<file path="config.mk">
export PLATFORM = sky130hd
export DESIGN_NAME = fetch_stage
export DESIGN_NICKNAME = d
export VERILOG_FILES = /design/src/rtl/fetch_stage.sv
export SDC_FILE = /design/constraint.sdc
export NUM_CORES = 1
export LEC_CHECK = 0
export ABC_CLOCK_PERIOD_IN_PS = 17930
export BUFFER_PORTS_ARGS = -buffer_cell sky130_fd_sc_hd__buf_2
export CORE_MARGIN = 2
export CORE_UTILIZATION = 40
export DETAILED_ROUTE_END_ITERATION = 8
export GPL_TIMING_DRIVEN = 0
export PLACE_DENSITY_LB_ADDON = 0.1
export SLEW_MARGIN = 15
export SYNTH_ARGS = -nofsm -noshare
export SYNTH_HDL_FRONTEND = slang
export SYNTH_SLANG_ARGS = --single-unit
</file>
<file path="constraint.sdc">
create_clock -name i_clk -period 17.93 [get_ports i_clk]
set_input_delay 1.793 -clock i_clk [delete_from_list [all_inputs] [get_ports i_clk]]
set_output_delay 1.793 -clock i_clk [all_outputs]
set_load 0.03 [all_outputs]
</file>
<file path="src/rtl/fetch_stage.sv">
// fetch_stage: PC owner issuing single-outstanding instruction reads into a 2-entry decode buffer
module fetch_stage #(
    parameter logic [31:0] RESET_PC = 32'h0000_0000
) (
    input  logic        i_clk,
    input  logic        i_rst,
    output logic        o_imem_req,
    output logic [31:0] o_imem_addr,
    input  logic        i_imem_ack,
    input  logic [31:0] i_imem_data,
    input  logic        i_redirect,
    input  logic [31:0] i_redirect_pc,
    output logic        o_valid,
    output logic [31:0] o_instr,
    output logic [31:0] o_pc,
    input  logic        i_ready
);
    typedef enum logic [1:0] {IDLE, BUSY, DRAIN} state_t;
    state_t      state, state_next;
    logic [31:0] fetch_pc, base_pc;
    logic [31:0] buf_instr [2];
    logic [31:0] buf_pc [2];
    logic        rd_ptr;
    logic [1:0]  count, count_next;
    logic        ack, push, pop, outstanding, issue;
    assign o_valid = count != 2'd0;
    assign o_instr = buf_instr[rd_ptr];
    assign o_pc    = buf_pc[rd_ptr];
    // Handshake decode, buffer occupancy forecast and next fetch state; redirect overrides push/pop
    always_comb begin
        state_next  = state;
        ack         = i_imem_ack & (state != IDLE);
        pop         = o_valid & i_ready;
        push        = ack & (state == BUSY) & ~i_redirect;
        count_next  = i_redirect ? 2'd0 : count + {1'b0, push} - {1'b0, pop};
        outstanding = (state != IDLE) & ~ack;
        issue       = ~outstanding & (count_next < 2'd2);
        base_pc     = i_redirect ? (i_redirect_pc & ~32'd3) : fetch_pc;
        state_next  = outstanding ? ((state == DRAIN || i_redirect) ? DRAIN : BUSY)
                                  : (issue ? BUSY : IDLE);
    end
    // FSM state register
    always_ff @(posedge i_clk or posedge i_rst) begin
        if (i_rst) state <= IDLE;
        else       state <= state_next;
    end
    // Request port and program counter; address is held while a request stays outstanding
    always_ff @(posedge i_clk or posedge i_rst) begin
        if (i_rst) begin
            o_imem_req  <= 1'b0;
            o_imem_addr <= 32'd0;
            fetch_pc    <= RESET_PC & ~32'd3;
        end else begin
            o_imem_req <= outstanding | issue;
            if (issue) begin
                o_imem_addr <= base_pc;
                fetch_pc    <= base_pc + 32'd4;
            end else if (i_redirect) begin
                fetch_pc <= base_pc;
            end
        end
    end
    // Output buffer: write slot follows the head by count, so a push into a full buffer reuses the popped slot
    always_ff @(posedge i_clk or posedge i_rst) begin
        if (i_rst) begin
            count        <= 2'd0;
            rd_ptr       <= 1'b0;
            buf_instr[0] <= 32'h0000_0013;
            buf_instr[1] <= 32'h0000_0013;
            buf_pc[0]    <= 32'd0;
            buf_pc[1]    <= 32'd0;
        end else begin
            count  <= count_next;
            rd_ptr <= rd_ptr ^ pop;
            if (push) begin
                buf_instr[rd_ptr ^ count[0]] <= i_imem_data;
                buf_pc[rd_ptr ^ count[0]]    <= o_imem_addr;
            end
        end
    end
endmodule
</file>
==> flow_metrics.tcl, run 1 <==
set metrics [dict create \
    dpl.hpwl_microns 16600 \
    worstPathRequired_ns 18.21 \
    skew_ns 0.0131 \
    hp-class "flop to flop" \
    max_cap_viol_count 0 \
    drt_iter0_drc 305 \
    cts_hold_buffers 0 \
    portBuffers 164 \
    setup_viol 0 \
    synth-edff-count 0 \
    path_max_fanout 10 \
    tns_ns 0 \
    antenna_cells 0 \
    die_w_microns 159 \
    nFillCells 2218 \
    slew_headroom_pct 41.5 \
    vias 6572 \
    track_usage_pct 18.9 \
    syn_inst 770 \
    drc 0 \
    drt_wl_total_microns 23400 \
    coreArea_sq_mm 0.0235 \
    worstSetupPathType "input pin to flop" \
    clock-sinks 198 \
    holdWs_ns 0.500 \
    rsz0062_at_grt "false" \
    stdcell_count 1287 \
    place.gp.congestion 0.848 \
    postSynthAreaPerCell_sq_um 12.5 \
    ir_drop_uv 81.1 \
    cp_slowest_stage_delay_ns 0.73 \
    wl_per_cell_microns 18.2 \
    p_int_w 0.00122 \
    postSynth.asyncResetShare_pct 100 \
    cts_tree "built" \
    clk_latency_ns 0.43 \
    rows 56 \
    area_growth_pct 19.5 \
    overflow 0 \
    crit_path_end_kind "flop" \
    drive_above_1_share_pct 46.2 \
    grt_pass1_vias 6762 \
    io_pins 167 \
    slowest_stage "o21ai_1" \
    final-hold-violation-count 0 \
    finalCritPeriodShare_pct 26.0 \
    p_clk_share_pct 18.7 \
    synth_top_area_share_pct 49.9 \
    first_pass_iters 5 \
    ys_warn_count 0 \
    layout.nets 1027 \
    status "finished, final reports clean" \
    ys_ff_latch 198 \
    dieArea_sq_mm 0.0253 \
    syn_area_sq_mm 0.00963 \
    clkTransAtPathRegs_ns 0.07 \
    min_period_ns 4.66 \
    cts_root_buf "clkbuf_16" \
    viasPerCell 5.11 \
    die_h_microns 159 \
    yosysSeqAreaShare_pct 51.5 \
    power_frac_comb_pct 45.3 \
    final_max_slew_viol_count 0 \
    cts-resized-gates 0 \
    worst_slew_pin_slew_ns 0.871 \
    p_per_area_mw_per_mm2 179 \
    cp_cell_sequence "buf_2 > buf_6 > and4bb_2 > inv_1 > ha_1 > inv_1 > ha_1 > xnor3_2 > o21ai_1 > clkbuf_1 > o21ai_0" \
    numCtsBuffers 17 \
    ant_nets 0 \
    syn_nets 842 \
    p_switching_w 0.000841 \
    fmax_ghz 0.215 \
    dp.cells 1255 \
    htreeDepth 4 \
    ys.flop_type "dfrtp_1" \
    p_seq_share_pct 36.0 \
    grt_max_degree 88 \
    start_util_pct 40.9 \
    post-cts-setup-buffers 0 \
    synthTopCellsByArea "dfrtp_1 (50%), mux2_2 (23%), mux2i_1 (4.6%)" \
    p_sw_share_pct 40.8 \
    antenna_found_initial 0 \
    cp_data_arrival_time_ns 4.94 \
    synthDistinctLibCells 58 \
    grt_first_pass_wirelength_microns 38200 \
    clock_path_buffers 2 \
    p_leak_nw 5.28 \
    yosys.area.top_type "dfrtp_1" \
    cp-start-kind "input pin" \
]
-- power groups by stage --
stage | registers [W] | clock network, W | logic [W]
3_5_place_dp | 0.000754 | 0 | 0.000942
4_1_cts | 0.000746 | 0.000397 | 0.000946
2_1_floorplan | 0.000786 | 0 | 0.000652
5_1_grt | 0.000772 | 0.000416 | 0.00100
3_3_place_gp | 0.000749 | 0 | 0.000934
6_report | 0.000742 | 0.000385 | 0.000933
-- per-stage QoR --
step / cell area [sq um] / worst slack (ns) / total power (W) / util [%]
floorplan: 9630 / 10.75 / 0.00144 / -
global placement: 10900 / 8.07 / 0.00168 / 46.1
CTS: 11500 / 13.22 / 0.00209 / 48.9
detailed placement: 10900 / 12.75 / 0.00170 / 46.4
global route: 11500 / 13.02 / 0.00219 / 48.9
finish: 11500 / 13.27 / 0.00206 / 48.9
-- worst max-delay path: cells and delay by family --
kind / cells / cell delay [ns]
fa+ha+maj: 2 / 0.44
xor+xnor: 1 / 0.49
buf+inv: 5 / 0.97
compound gates: 2 / 0.92
simple gates: 1 / 0.32
-- cells in the final DEF (no fill, tap or decap), types with 4 or more instances in the layout --
master | Yosys | routed
a21boi_0 | 4 | 4
a21oi_1 | 10 | 10
and3_1 | 4 | 4
buf_2 | 18 | 182
buf_6 | 5 | 5
clkbuf_1 | 14 | 14
clkbuf_16 | 0 | 17
clkbuf_8 | 2 | 4
clkinv_4 | 0 | 4
dfrtp_1 | 192 | 192
dfstp_2 | 6 | 6
inv_1 | 7 | 6
mux2_2 | 196 | 196
mux2i_1 | 44 | 44
nand2_1 | 70 | 70
nand3_1 | 28 | 28
nand3b_1 | 7 | 7
nand4_1 | 10 | 10
nor2_1 | 12 | 12
nor3_1 | 10 | 10
o21ai_0 | 39 | 39
xnor2_1 | 17 | 17
xor2_1 | 18 | 18
-- state kept, by name, indices dropped and copies added (netlist names) --
| register | cells |
|---|---|
| buf_instr | 64 |
| fetch_pc | 32 |
| buf_pc | 64 |
| rd_ptr | 1 |
| state | 2 |
| o_imem_addr | 32 |
| o_imem_req | 1 |
| count | 2 |
-- final timing paths --
kind                       depth (start not counted)         endpoint  slack (ns)        from
max                                               11  o_imem_addr[31]       13.27  i_redirect
min                                                1        buf_pc[8]        0.50   buf_pc[8]
max reg2reg                                        9  o_imem_addr[31]       14.41    count[0]
min reg2reg                                        1        buf_pc[8]        0.50   buf_pc[8]
max in group asynchronous                          3     fetch_pc[17]       15.87       i_rst
min in group asynchronous                          2    buf_instr[12]        1.34       i_rst
-- per-layer routing --
layer / vias to the layer above / global-route usage [%] / part of all wire (%)
met3: 15 / 3.80 / 4.0
met2: 157 / 31.2 / 48
li1: 3135 / - / -
met5: - / 0 / 0
met1: 3265 / 25.7 / 47
met4: 0 / 4.26 / 1.1
-- cell families (layout without fill, tap and decap cells) --
| kind of cell | Yosys count | count (layout) | synth area share (%) |
|---|---|---|---|
| muxes | 240 | 240 | 27.5 |
| DFF | 198 | 198 | 51.5 |
| and+or+nand+nor | 166 | 166 | 8.96 |
| AOI/OAI and AO/OA | 77 | 77 | 5.38 |
| buffers and inverters | 50 | 248 | 2.86 |
| xor gates and xnor gates | 36 | 36 | 3.43 |
| adders and majority gates | 3 | 3 | 0.390 |
-- synthesized netlist by cell type (4+ instances only) --
| cell type | count |
|---|---|
| mux2_2 | 196 |
| dfrtp_1 | 192 |
| nand2_1 | 70 |
| mux2i_1 | 44 |
| o21ai_0 | 39 |
| nand3_1 | 28 |
| buf_2 | 18 |
| xor2_1 | 18 |
| xnor2_1 | 17 |
| clkbuf_1 | 14 |
| nor2_1 | 12 |
| a21oi_1 | 10 |
| nand4_1 | 10 |
| nor3_1 | 10 |
| inv_1 | 7 |
| nand3b_1 | 7 |
| dfstp_2 | 6 |
| buf_6 | 5 |
| a21boi_0 | 4 |
| and3_1 | 4 |
-- final cells by class --
cell class	instances	area, sq um	area share (%)
Clock buffer	19	453	3.94
Buffer	43	249	2.16
Tap cell	319	399	3.47
Inverter	7	33.8	0.294
Multi-Input combinational cell	522	4400	38.2
Clock inverter	13	139	1.21
Timing Repair Buffer	166	876	7.61
Sequential cell	198	4960	43.1
Power figures use the tool's default switching activity.
==> inputs of run 2 (changes only) <==
- ABC_AREA: unset -> 1
- ABC_CLOCK_PERIOD_IN_PS: 17930 -> 4000
- clock period: 17.93 -> 4 ns (I/O delays scaled with it)
==> flow_metrics.tcl, run 2 <==
set metrics [dict create \
    status "finished, final reports clean" \
    rsz0062_at_grt "false" \
    multi_input_area_sq_mm 0.00379 \
    synthDistinctLibCells 32 \
    fmax_ghz 0.374 \
    die_h_microns 159 \
    p_clk_share_pct 18.8 \
    synth-edff-count 0 \
    synth_top_area_share_pct 49.8 \
    postSynth.asyncResetShare_pct 100 \
    register_area_sq_mm 0.00496 \
    synthTopCellsByArea "dfrtp_1 (50%), nand2_1 (20%), o21ai_0 (5.4%)" \
    crit_path_end_kind "flop" \
    area_growth_pct 20.3 \
    drc 0 \
    path_max_fanout 10 \
    r2r_setup_slack_ns 1.33 \
    ys.flop_type "dfrtp_1" \
    worst_slew_pin_slew_ns 0.560 \
    syn_area_sq_mm 0.00965 \
    clk_latency_ns 0.43 \
    nFillCells 2415 \
    final-hold-violation-count 0 \
    final_max_slew_viol_count 0 \
    slew_headroom_pct 62.7 \
    syn_nets 1295 \
    ys_ff_latch 198 \
    viasPerCell 4.60 \
    place.gp.congestion 0.918 \
    overflow 0 \
    start_util_pct 41.0 \
    p_int_w 0.00506 \
    dpl.hpwl_microns 19000 \
    first_pass_iters 5 \
    hold_start "i_imem_data[4]" \
    design_area_sq_mm 0.0116 \
    clock_path_buffers 2 \
    ys_warn_count 0 \
    hp-class "input pin to flop" \
    p_switching_w 0.00433 \
    p_per_area_mw_per_mm2 810 \
    p_sw_share_pct 46.1 \
    numCtsBuffers 17 \
    cts-resized-gates 0 \
    portBuffers 163 \
    synth.most_common_cell "nand2_1" \
    r2r_start "count[0]" \
    rows 56 \
    drt_wl_total_microns 25600 \
    final_common_cell "nand2_1" \
    finalCritPeriodShare_pct 66.8 \
    drt_iter0_drc 557 \
    clock-sinks 198 \
    die_w_microns 159 \
    dp.cells 1711 \
    cts_root_buf "clkbuf_16" \
    worstSetupPathType "flop to flop" \
    crit_start "count[0]" \
    io_pins 167 \
    cts_tree "built" \
    ant_nets 0 \
    clkTransAtPathRegs_ns 0.08 \
    antenna_cells 0 \
    postSynthAreaPerCell_sq_um 7.89 \
    coreArea_sq_mm 0.0235 \
    stdcell_count 1744 \
    yosys.area.top_type "dfrtp_1" \
    ir_drop_uv 349 \
    skew_ns 0.0108 \
    worstPathRequired_ns 4.30 \
    layout_common_cells "nand2_1 (525), dfrtp_1 (192), buf_2 (175)" \
    antenna_found_initial 0 \
    min_period_ns 2.67 \
    p_seq_share_pct 35.8 \
    drive_above_1_share_pct 22.2 \
    grt_first_pass_wirelength_microns 41700 \
    cp_data_arrival_time_ns 2.98 \
    placed_area_sq_mm 0.0110 \
    setup_viol 0 \
    track_usage_pct 20.5 \
    synth_commonest_cells "nand2_1 (525), dfrtp_1 (192), inv_1 (128)" \
    yosysSeqAreaShare_pct 51.4 \
    syn_inst 1223 \
    max_cap_viol_count 0 \
    cp-start-kind "flop" \
    top_regs "buf_instr: 64 flops, buf_pc: 64 flops" \
    power_frac_comb_pct 45.4 \
    vias 8025 \
    htreeDepth 4 \
    layout.nets 1484 \
    wl_per_cell_microns 14.7 \
    grt_pass1_vias 7817 \
    grt_max_degree 36 \
    p_leak_nw 6.19 \
    dieArea_sq_mm 0.0254 \
]
-- run 2: what timing repair did --
| item | 4_1_cts | 5_1_grt |
|---|---|---|
| endpoints found under the hold margin | 13 | 0 |
| hold buffers | 1 | 0 |
| setup buffers | 0 | 0 |
-- run 2: stage by stage --
stage / hold slack [ns] / worst slack, ns / utilization (%) / setup TNS [ns] / total power (W)
3_3_place_gp: 0.460 / -0.306 / 46.2 / -55.14 / 0.00763
4_1_cts: 0.180 / 1.24 / 49.3 / 0 / 0.00948
5_1_grt: 0.201 / 1.07 / 49.3 / 0 / 0.0101
6_report: 0.187 / 1.33 / 49.3 / 0 / 0.00940
3_5_place_dp: 0.411 / 1.22 / 46.7 / 0 / 0.00770
2_1_floorplan: 0.449 / 1.04 / - / 0 / 0.00633
-- run 2: final timing paths --
check | to | depth (start not counted)
max | fetch_pc[19] | 13
min | buf_instr[4] | 3
max reg2reg | fetch_pc[19] | 13
min reg2reg | buf_instr[4] | 2
max in group asynchronous | fetch_pc[20] | 6
min in group asynchronous | buf_instr[60] | 3
-- run 2: layout make-up --
type / count / share of cell area, %
clock buffers: 19 / 3.82
multi-input cells: 834 / 32.6
plain buffers: 60 / 3.45
well taps: 319 / 3.44
inverters: 131 / 4.31
clock inverters: 13 / 1.40
repair buffers: 170 / 8.15
flip-flops and latches: 198 / 42.8
-- run 2: cell families (layout without fill, tap and decap cells) --
group,count (synthesis),count (layout),share of synthesized area [%]
AOI/OAI and AO/OA,177,177,10.4
xor gates and xnor gates,14,14,1.27
adders and majority gates,3,3,0.389
buffers and inverters,191,393,9.30
DFF,198,198,51.4
and+or+nand+nor,640,640,27.2
-- run 2: worst max-delay path: stages (launching register included) --
cell and delay (ns):
dfrtp_1 0.41, or2_2 0.34, nand2_1 0.11, inv_1 0.05
ha_1 0.26, inv_1 0.06, ha_1 0.14, nand3b_1 0.13
nand3_2 0.14, a21oi_2 0.39, buf_2 0.33, nor2_1 0.07
nand2_1 0.06, nand3_1 0.07
-- run 2: power groups by stage --
stage | combinational (W) | sequential, W | clock [W]
after CTS | 0.00432 | 0.00335 | 0.00180
after detailed placement | 0.00431 | 0.00339 | 0
final | 0.00427 | 0.00336 | 0.00177
after floorplan | 0.00279 | 0.00355 | 0
after global placement | 0.00426 | 0.00337 | 0
after global routing | 0.00472 | 0.00346 | 0.00189
-- run 2: routing by layer --
layer | wire length, microns | global-route usage, % | up-vias
met3 | 865 | 3.10 | 10
met4 | 194 | 4.05 | 0
met1 | 12500 | 29.3 | 3712
met2 | 12000 | 33.5 | 157
met5 | 0 | 0 | -
li1 | - | - | 4146
==> inputs of run 3 (changes only) <==
- ABC_AREA: 1 -> 0
- ABC_CLOCK_PERIOD_IN_PS: 4000 -> 2400
- clock period: 4 -> 2.4 ns (I/O delays scaled with it)
==> flow_metrics.tcl, run 3 (synthesis results as in run 1) <==
set metrics [dict create \
    worstSetupPathType "flop to flop" \
    clock_path_buffers 2 \
    rsz0062_at_grt "true" \
    antenna_found_initial 0 \
    crit_start "count[1]" \
    violations "negative setup slack" \
    final-hold-violation-count 0 \
    drc 0 \
    fin_ws_ns -0.267 \
    start_util_pct 40.9 \
    min_period_ns 2.67 \
    top_regs "buf_instr: 64 flops, buf_pc: 64 flops" \
    die_h_microns 159 \
    numCtsBuffers 17 \
    track_usage_pct 19.9 \
    coreArea_sq_mm 0.0235 \
    path_max_fanout 5 \
    detailedPlace.worstSlack_ns -0.905 \
    grt_first_pass_wirelength_microns 39900 \
    first_pass_iters 4 \
    cts_root_buf "clkbuf_16" \
    setup_viol 47 \
    clk_latency_ns 0.44 \
    ant_nets 0 \
    place.gp.congestion 0.861 \
    worstPathRequired_ns 2.77 \
    antenna_cells 0 \
    dpl.hpwl_microns 18000 \
    fmax_ghz 0.375 \
    worst_slew_pin_slew_ns 0.738 \
    status "finished with violations" \
    hold_start "i_imem_data[27]" \
    skew_ns 0.0135 \
    ir_drop_uv 506 \
    io_pins 167 \
    cp_data_arrival_time_ns 3.03 \
    holdWs_ns 0.0460 \
    r2r_start "count[1]" \
    layout_common_cells "mux2_2 (196), dfrtp_1 (192), buf_2 (182)" \
    finalCritPeriodShare_pct 111 \
    slew_headroom_pct 50.7 \
    final_common_cell "mux2_2" \
    clock-sinks 198 \
    tns_ns -4.62 \
    cts_tree "built" \
    viasPerCell 5.11 \
    max_cap_viol_count 0 \
    crit_path_end_kind "flop" \
    grt_max_degree 35 \
    clkTransAtPathRegs_ns 0.08 \
    rows 56 \
    drive_above_1_share_pct 53.4 \
    layout.nets 1058 \
    final_max_slew_viol_count 0 \
    area_growth_pct 27.1 \
    portBuffers 164 \
    htreeDepth 4 \
    cp-start-kind "flop" \
    wl_per_cell_microns 18.6 \
    dieArea_sq_mm 0.0253 \
    p_leak_nw 5.59 \
    vias 6737 \
    drt_wl_total_microns 24500 \
    p_per_area_mw_per_mm2 1310 \
    die_w_microns 159 \
    overflow 0 \
    drt_iter0_drc 317 \
    hp-class "input pin to flop" \
    grt_pass1_vias 6859 \
]
## run 3: cell count changes in the layout (fill, tap and decap cells not counted), moves of 37 or more
| cell | previous run | this run |
|---|---|---|
| mux2i_1 | 0 | 42 |
| mux2_2 | 0 | 196 |
| o21ai_1 | 40 | 3 |
| nand2_1 | 525 | 62 |
| inv_1 | 127 | 4 |
| o21ai_0 | 104 | 34 |
## run 3: layout make-up
cell class / count / area, sq um
Clock inverter: 14 / 134
Inverter: 7 / 30.0
Timing Repair Buffer: 198 / 1240
Buffer: 42 / 390
Fill cell: 2169 / 11300
Clock buffer: 18 / 439
Multi-Input combinational cell: 522 / 4650
Sequential cell: 198 / 4960
Tap cell: 319 / 399
## run 3: layer usage
layer  track usage, %  part of all wire (%)  vias up
met5                0                     0        -
met4             4.63                  0.86        0
met3             2.81                   4.0       16
met2             31.1                    47      146
met1             29.3                    48     3377
li1                 -                     -     3198
## run 3: worst max-delay path, cell delays in order, from the launching register on
cell       delay, ns
dfrtp_1         0.39
or2_4           0.25
and2_4          0.15
ha_4            0.25
inv_2           0.03
ha_4            0.14
xnor3_2         0.31
a2bb2oi_4       0.20
and4_4          0.27
buf_8           0.15
nand3_4         0.07
a221o_1         0.33
o21ai_2         0.06
## run 3: power breakdown
part           internal, W  switching [W]
Sequential         0.00475       0.000836
Combinational      0.00331        0.00436
Clock              0.00140        0.00138
Total              0.00946        0.00658
## run 3: path summary, 6_finish.rpt
check	end	slack (ns)	cells after the start
min in group asynchronous	buf_pc[25]	0.41	3
max in group asynchronous	buf_pc[44]	1.08	6
hold reg to reg	buf_pc[1]	0.50	1
hold / removal	buf_instr[27]	0.05	2
setup / recovery	fetch_pc[25]	-0.27	12
setup reg to reg	fetch_pc[25]	-0.27	12
## run 3: what timing repair did
| action | in CTS | in global routing |
|---|---|---|
| setup endpoints to repair | 109 | 65 |
| endpoints found under the hold margin | 19 | 0 |
| pin swaps | 13 | 11 |
| resized for setup | 52 | 35 |
| gates cloned | 2 | 0 |
| hold buffers | 1 | 0 |
| setup buffers | 18 | 8 |
## run 3: per-stage QoR
stage | total power, W | cells | utilization, % | cell area (sq um)
floorplan | 0.0108 | 770 | - | 9770
global placement | 0.0128 | 1253 | 46.7 | 11000
detailed placement | 0.0129 | 1260 | 47.3 | 11100
CTS | 0.0161 | 1312 | 51.3 | 12100
global route | 0.0170 | 1318 | 52.0 | 12200
finish | 0.0160 | 1318 | 52.0 | 12200
